**config.mk**
```make
export PLATFORM = sky130hd
export DESIGN_NAME = hs2_sync_fifo
export DESIGN_NICKNAME = d
export VERILOG_FILES = /design/src/rtl/hs2_sync_fifo.sv
export SDC_FILE = /design/constraint.sdc
export NUM_CORES = 1
export LEC_CHECK = 0
export CORE_MARGIN = 3
export CORE_UTILIZATION = 48
export DETAILED_ROUTE_END_ITERATION = 16
export HOLD_SLACK_MARGIN = 0.08
export PLACE_DENSITY = 0.71
export SLEW_MARGIN = 15
export SYNTH_ARGS = -nofsm -noshare
export SYNTH_HDL_FRONTEND = slang
export SYNTH_SLANG_ARGS = --single-unit
export TNS_END_PERCENT = 30
```
**constraint.sdc**
```tcl
create_clock -name clk -period 2.63 [get_ports clk]
set_input_delay 0.526 -clock clk [delete_from_list [all_inputs] [get_ports clk]]
set_output_delay 0.526 -clock clk [all_outputs]
set_load 0.02 [all_outputs]
```
**src/rtl/hs2_sync_fifo.sv**
```systemverilog
// hs2_sync_fifo: clocked sink for a 2-phase bundled-data channel.
// Each l_req transition is synchronized into clk, its word is written into a
// small FIFO and answered with an l_ack transition. The ack is held back while
// the FIFO is full, which stalls upstream without losing data. Words leave on a
// valid/ready interface.
module hs2_sync_fifo #(
  parameter int unsigned DW          = 8,
  parameter int unsigned DEPTH       = 4,
  parameter int unsigned SYNC_STAGES = 2
) (
  input  logic                       clk,
  input  logic                       rst,
  input  logic                       l_req,
  output logic                       l_ack,
  input  logic [DW-1:0]              l_data,
  output logic                       out_valid,
  input  logic                       out_ready,
  output logic [DW-1:0]              out_data,
  output logic [$clog2(DEPTH):0]     count
);

  localparam int unsigned AW = $clog2(DEPTH);
  localparam int unsigned CW = AW + 1;
  localparam logic [CW-1:0] FullCount = CW'(DEPTH);

  logic [SYNC_STAGES-1:0] sync_q;
  logic                   req_s;
  logic                   req_seen_q;
  logic [AW-1:0]          wptr_q;
  logic [AW-1:0]          rptr_q;
  logic [CW-1:0]          count_q;
  logic [DW-1:0]          mem_q [DEPTH];

  logic pending;
  logic full;
  logic wr_en;
  logic rd_en;

  // Synchronizer chain: only l_req crosses; l_data is held stable by upstream.
  always_ff @(posedge clk or posedge rst) begin
    if (rst) begin
      sync_q <= '0;
    end else begin
      sync_q <= {sync_q[SYNC_STAGES-2:0], l_req};
    end
  end

  assign req_s   = sync_q[SYNC_STAGES-1];
  assign pending = req_s ^ req_seen_q;
  // Full is judged on the occupancy at the start of the cycle, so a read in
  // the same cycle never lets the write through until the next edge.
  assign full    = (count_q == FullCount);
  assign wr_en   = pending & ~full;
  assign rd_en   = out_valid & out_ready;

  // Handshake phase: consume the event and answer with an ack toggle.
  always_ff @(posedge clk or posedge rst) begin
    if (rst) begin
      req_seen_q <= 1'b0;
      l_ack      <= 1'b0;
    end else if (wr_en) begin
      req_seen_q <= req_s;
      l_ack      <= ~l_ack;
    end
  end

  // Storage and write pointer; every entry is cleared so out_data is 0 in reset.
  always_ff @(posedge clk or posedge rst) begin
    if (rst) begin
      for (int i = 0; i < int'(DEPTH); i++) begin
        mem_q[i] <= '0;
      end
      wptr_q <= '0;
    end else if (wr_en) begin
      mem_q[wptr_q] <= l_data;
      wptr_q        <= wptr_q + AW'(1);
    end
  end

  // Read pointer advances only on an accepted read; DEPTH is a power of two so
  // the natural wrap of the AW-bit pointer is modulo DEPTH.
  always_ff @(posedge clk or posedge rst) begin
    if (rst) begin
      rptr_q <= '0;
    end else if (rd_en) begin
      rptr_q <= rptr_q + AW'(1);
    end
  end

  // Occupancy decides full/empty since the pointers carry no wrap bit.
  always_ff @(posedge clk or posedge rst) begin
    if (rst) begin
      count_q <= '0;
    end else begin
      case ({wr_en, rd_en})
        2'b10:   count_q <= count_q + CW'(1);
        2'b01:   count_q <= count_q - CW'(1);
        default: count_q <= count_q;
      endcase
    end
  end

  assign out_valid = (count_q != '0);
  assign out_data  = mem_q[rptr_q];
  assign count     = count_q;

endmodule

```
==> impl_metrics.json, run 1 <==
{
  "synthTopCellsByArea": "dfrtp_1 (55%), mux2_2 (19%), mux4_2 (9.3%), ha_1 (3.2%), nand3_2 (2.1%)",
  "p_leak_uw": 0.000986,
  "syn_to_final_growth_pct": 19.7,
  "grt_start_max_net_pins": 44,
  "diodes": 0,
  "drive_gt1_share_pct": 38.4,
  "cts_buffers": 5,
  "holdPathEnd": "sync_q[1]",
  "vias": 1042,
  "clk_latency_ns": 0.28,
  "setup_tns_ns": 0,
  "slew_violations": 0,
  "cp-start-kind": "register",
  "fin_ws_ns": 0.248,
  "drt_iter0_markers": 90,
  "netlist_area_sq_mm": 0.00194,
  "postCtsSetupRepairBufs": 0,
  "p_per_area_mw_per_mm2": 1380,
  "synthSimpleGateAreaFrac_pct": 3.74,
  "globalRoute.totalOverflow": 0,
  "combPwrFrac_pct": 50.8,
  "avgViaCountPerCell": 5.24,
  "seq_power_share_pct": 37.4,
  "netlist_instances": 120,
  "core-area_sq_mm": 0.00377,
  "cts_resized": 0,
  "cp.arrival_ns": 1.86,
  "fin_crit_ns": 2.38,
  "placementRows": 22,
  "dp_hpwl_microns": 2190,
  "slew-limit-headroom_pct": 64.4,
  "ir_worst_vdd_v": 0.000660,
  "whs_path_depth": 0,
  "path_clk_slew_ns": 0.07,
  "cts.sinks": 43,
  "setup-violations-final": 0,
  "postRouteAntennaNets": 0,
  "cts_tree": "done",
  "ios": 25,
  "synth_compound_area_share_pct": 0.515,
  "post-place-ws_ns": 0.340,
  "htreeDepth": 2,
  "routed_wl_microns": 3200,
  "io_buffers": 24,
  "synth.largest_area_cell": "dfrtp_1",
  "fmax_ghz": 0.420,
  "dieArea_sq_mm": 0.00484,
  "hold_viol_final": 0,
  "ctsHoldBuffers": 0,
  "fin_util_pct": 61.6,
  "r2r_end": "count[2]",
  "avgSynthCellArea_sq_um": 16.2,
  "reg2reg_slack_ns": 0.41,
  "grt_pass1_vias": 1098,
  "synthAdderAreaFrac_pct": 4.25,
  "grt_pass1_wl_microns": 5660,
  "synth_seq_area_share_pct": 55.4,
  "rr_startpoint": "count[0]",
  "crit_path_max_fanout": 5,
  "synth_top_family_by_area": "multiplexers",
  "finalNetCount": 170,
  "internal_power_uw": 2120,
  "fin_crit_sh_pct": 90.6,
  "critPathKind": "register to output pin",
  "rr_worst_depth": 9,
  "yosysTopAreaCellShare_pct": 55.4,
  "drt-wirelength-per-cell_microns": 16.1,
  "switching_share_pct": 33.8,
  "clockBufferDepth": 2,
  "end_kind": "output pin",
  "worstHoldStart": "sync_q[0]",
  "finClkSkew_ns": 0.00240,
  "holdCritPathClass": "register to register",
  "p_sw_uw": 1080,
  "die_h_microns": 69.6,
  "yosys_warnings": 0,
  "synth-seq-cells": 43,
  "grt_setup_unrepaired": "no",
  "drt_pass1_iterations": 3,
  "synthXorXnorAreaFrac_pct": 3.99,
  "synthMuxAreaShare_pct": 29.7,
  "synthesis.nets": 138,
  "gp_congestion": 0.684,
  "grt_usage_pct": 15.2,
  "fill_cells": 287,
  "start_util_pct": 51.5,
  "outcome": "complete, no violations",
  "maxCapViolations": 0,
  "die_w_microns": 69.6,
  "drcViolationCount": 0,
  "root_buffer": "clkbuf_8",
  "hold_ws_ns": 0.354,
  "yosysUniqueCellTypes": 22,
  "worstMarginPinSlew_ns": 0.534,
  "antenna_found_initial": 0,
  "required_ns": 2.10,
  "pwr-share-clk_pct": 11.7
}
## through the flow
stage	instances	area, sq um	power, uW
2_1_floorplan	120	1940	2310
3_3_place_gp	193	2250	2810
3_5_place_dp	193	2250	2870
4_1_cts	199	2320	3250
5_1_grt	199	2320	3430
6_report	199	2320	3200
## cell type report
class                   instances  area (sq um)  share of cell area, %
flip-flops and latches         43          1080                   46.3
multi-input cells              67           820                   35.3
repair buffers                 28           270                   11.6
clock buffers                   6          72.6                   3.12
well taps                      48          60.1                   2.58
inverters                       7          26.3                   1.13
## layer usage
layer	up-vias	track usage (%)	share of wire (%)
met5	-	0	0
met4	0	5.21	1.2
met3	5	4.49	4.4
met2	23	23.1	45
met1	523	20.8	49
li1	491	-	-
## registers in the layout, indices dropped and copies added (netlist names)
register / count
mem_q: 32
count: 3
wptr_q: 2
l_ack: 1
rptr_q: 2
req_seen_q: 1
sync_q: 2
## cell usage in the layout (no fill, tap or decap)
cell              n
dfrtp_1          43
mux2_2           32
clkdlybuf4s50_1  24
mux4_2            8
inv_1             7
ha_1              5
clkbuf_8          5
nand3_2           4
xnor2_1           4
buf_4             4
xor2_1            3
or3b_1            1
xor2_2            1
o31a_2            1
and2_4            1
or3_2             1
nor2_1            1
nand2_1           1
mux2_1            1
mux2_4            1
mux2i_1           1
fa_1              1
clkbuf_1          1
## worst max-delay path by stage
stage	startpoint	to	slack (ns)
after floorplan	count[0]	count[2]	0.36
after global placement	out_ready	count[2]	0.41
after detailed placement	out_ready	count[2]	0.34
after CTS	rptr_q[0]	out_data[6]	0.22
after global routing	rptr_q[0]	out_data[6]	0.18
final	rptr_q[0]	out_data[1]	0.25
## Yosys cell counts
master,count
buf_6,1
xnor2_1,4
nor2_1,1
or3b_1,1
mux2_1,1
buf_2,1
o31a_2,1
inv_1,7
nand2_1,1
mux4_2,8
ha_1,5
xor2_1,3
mux2i_1,1
xor2_2,1
fa_1,1
mux2_4,1
mux2_2,32
or3_2,1
nand3_2,4
buf_1,1
dfrtp_1,43
and2_4,1
## power groups by stage
stage	logic, uW	registers (uW)	clock network (uW)
finish	1630	1200	375
floorplan	1140	1170	0
CTS	1660	1200	392
global placement	1610	1200	0
global route	1760	1250	424
detailed placement	1650	1210	0
## logic make-up (layout without fill, tap and decap cells)
kind of cell | Yosys count | in the layout
buf+inv | 10 | 41
simple gates | 9 | 9
flops | 43 | 43
fa+ha+maj | 6 | 6
compound gates | 1 | 1
xor+xnor | 8 | 8
mux | 43 | 43
## worst max-delay path: stages (launching register included)
cell             delay (ns)
dfrtp_1                0.35
buf_4                  0.16
mux4_2                 0.51
clkdlybuf4s50_1        0.55
Power figures use the tool's default switching activity.
==> run 2, diff against run 1 <==
CELL_PAD_IN_SITES_DETAIL_PLACEMENT = 1   (was unset)
CELL_PAD_IN_SITES_GLOBAL_PLACEMENT = 2   (was unset)
CORE_UTILIZATION = 39   (was 48)
GPL_ROUTABILITY_DRIVEN = 0   (was unset)
PLACE_DENSITY = unset   (was 0.71)
PLACE_DENSITY_LB_ADDON = 0.1   (was unset)
TNS_END_PERCENT = 5   (was 30)
==> run 2 against run 1 <==
Effect of this change: routed wire length rose by 17%; critical path type unchanged; sequential share of layout area is 0.57 points lower; clock power grew 2%; worst hold slack better by 0.0047 ns; highest routed layer unchanged.
==> impl_metrics.json, run 2 (synthesized netlist as in run 1, its figures left out) <==
{
  "rr_worst_depth": 9,
  "holdCritPathClass": "register to register",
  "antenna_found_initial": 0,
  "drive_gt1_share_pct": 38.0,
  "p_per_area_mw_per_mm2": 1380,
  "clockBufferDepth": 2,
  "regMostFlops": "mem_q",
  "outcome": "complete, no violations",
  "fin_util_pct": 49.5,
  "grt_pass1_wl_microns": 6520,
  "dp_hpwl_microns": 2520,
  "cp.arrival_ns": 2.01,
  "worstPathCellList": "buf_12 -> mux4_2 -> clkdlybuf4s50_1",
  "switching_share_pct": 34.6,
  "worstMarginPinSlew_ns": 0.547,
  "dp_cells": 211,
  "slowest_stage": "clkdlybuf4s50_1",
  "busiest_layer": "met2",
  "path_depth": 3,
  "hold_viol_final": 0,
  "fin_crit_sh_pct": 96.3,
  "final_cell_mix": "dfrtp_1 (43), mux2_2 (32), clkdlybuf4s50_1 (24), mux4_2 (8), inv_1 (7)",
  "start_util_pct": 40.8,
  "reg2reg_slack_ns": 0.33,
  "internal_power_uw": 2130,
  "drt_iter0_markers": 28,
  "use_met1_pct": 17.6,
  "clk_latency_ns": 0.29,
  "fin_cells": 217,
  "path_clk_slew_ns": 0.07,
  "core-area_sq_mm": 0.00475,
  "vias": 1088,
  "cts_buffers": 5,
  "diodes": 0,
  "worstHoldStart": "sync_q[0]",
  "seq_power_share_pct": 37.6,
  "avgViaCountPerCell": 5.01,
  "p_sw_uw": 1130,
  "drt-wirelength-per-cell_microns": 17.2,
  "required_ns": 2.10,
  "finalNetCount": 169,
  "placementRows": 25,
  "setup_tns_ns": 0,
  "routed_wl_microns": 3740,
  "grt_usage_pct": 14.4,
  "grt_start_max_net_pins": 44,
  "slew_violations": 0,
  "critPathMaxStageDelay_ns": 0.55,
  "ios": 25,
  "postRouteAntennaNets": 0,
  "fmax_ghz": 0.395,
  "postCtsSetupRepairBufs": 0,
  "root_buffer": "clkbuf_8",
  "globalRoute.totalOverflow": 0,
  "io_buffers": 24,
  "htreeDepth": 2,
  "ir_worst_vdd_v": 0.000504,
  "die_h_microns": 76.6,
  "syn_to_final_growth_pct": 21.2,
  "final_common_cell": "dfrtp_1",
  "fill_cells": 484,
  "cts_resized": 0,
  "rr_startpoint": "count[0]",
  "hold_ws_ns": 0.359,
  "dieArea_sq_mm": 0.00586,
  "setup-violations-final": 0,
  "fin_crit_ns": 2.53,
  "cp-endpoint": "out_data[3]",
  "largest_register_ffs": 32,
  "end_kind": "output pin",
  "combPwrFrac_pct": 50.7,
  "r2r_end": "count[2]",
  "worst-path-buf-inv": 2,
  "grt_setup_unrepaired": "no",
  "drt_pass1_iterations": 2,
  "crit_path_max_fanout": 7,
  "pwr-share-clk_pct": 11.7,
  "ctsHoldBuffers": 0,
  "startpoint": "rptr_q[0]",
  "finClkSkew_ns": 0.00293,
  "critPathTopFamily": "buffers and inverters",
  "cts_tree": "done",
  "drcViolationCount": 0,
  "p_leak_uw": 0.000986,
  "met3_usage_pct": 4.73,
  "critPathKind": "register to output pin",
  "cp-start-kind": "register",
  "die_w_microns": 76.6,
  "cts.sinks": 43,
  "slew-limit-headroom_pct": 63.5,
  "maxCapViolations": 0,
  "grtUsageMet2_pct": 24.3,
  "grt_pass1_vias": 1253
}
-- run 2: layout make-up --
type,count,area (sq um),share of cell area [%]
Inverter,7,26.3,1.12
Sequential cell,43,1080,45.7
Timing Repair Buffer,27,275,11.7
Tap cell,67,83.8,3.56
Clock buffer,6,72.6,3.08
Multi-Input combinational cell,67,820,34.8
-- run 2: worst min-delay path by stage --
stage | to | slack, ns | depth (start not counted)
detailed placement | sync_q[1] | 0.35 | 0
floorplan | sync_q[1] | 0.33 | 0
finish | sync_q[1] | 0.36 | 0
CTS | sync_q[1] | 0.36 | 0
global route | sync_q[1] | 0.38 | 0
global placement | sync_q[1] | 0.35 | 0
-- run 2: metal layers --
metal  vias up  part of all wire (%)
li1        484                     -
met1       576                    43
met2        23                    52
met4         0                   1.0
met5         -                     0
met3         5                   4.1
-- run 2: metrics by stage --
step           instance area, sq um  worst slack [ns]  power [uW]
4_1_cts                        2350            0.0828        3300
6_report                       2350            0.0966        3260
5_1_grt                        2350            0.0271        3480
2_1_floorplan                  1940             0.360        2310
3_5_place_dp                   2280             0.280        2910
3_3_place_gp                   2280             0.407        2840
-- run 2: power groups by stage --
| stage | clock network (uW) | logic (uW) | registers [uW] |
|---|---|---|---|
| finish | 381 | 1650 | 1230 |
| global route | 430 | 1780 | 1280 |
| CTS | 397 | 1670 | 1230 |
| detailed placement | 0 | 1670 | 1240 |
| global placement | 0 | 1630 | 1210 |
| floorplan | 0 | 1140 | 1170 |
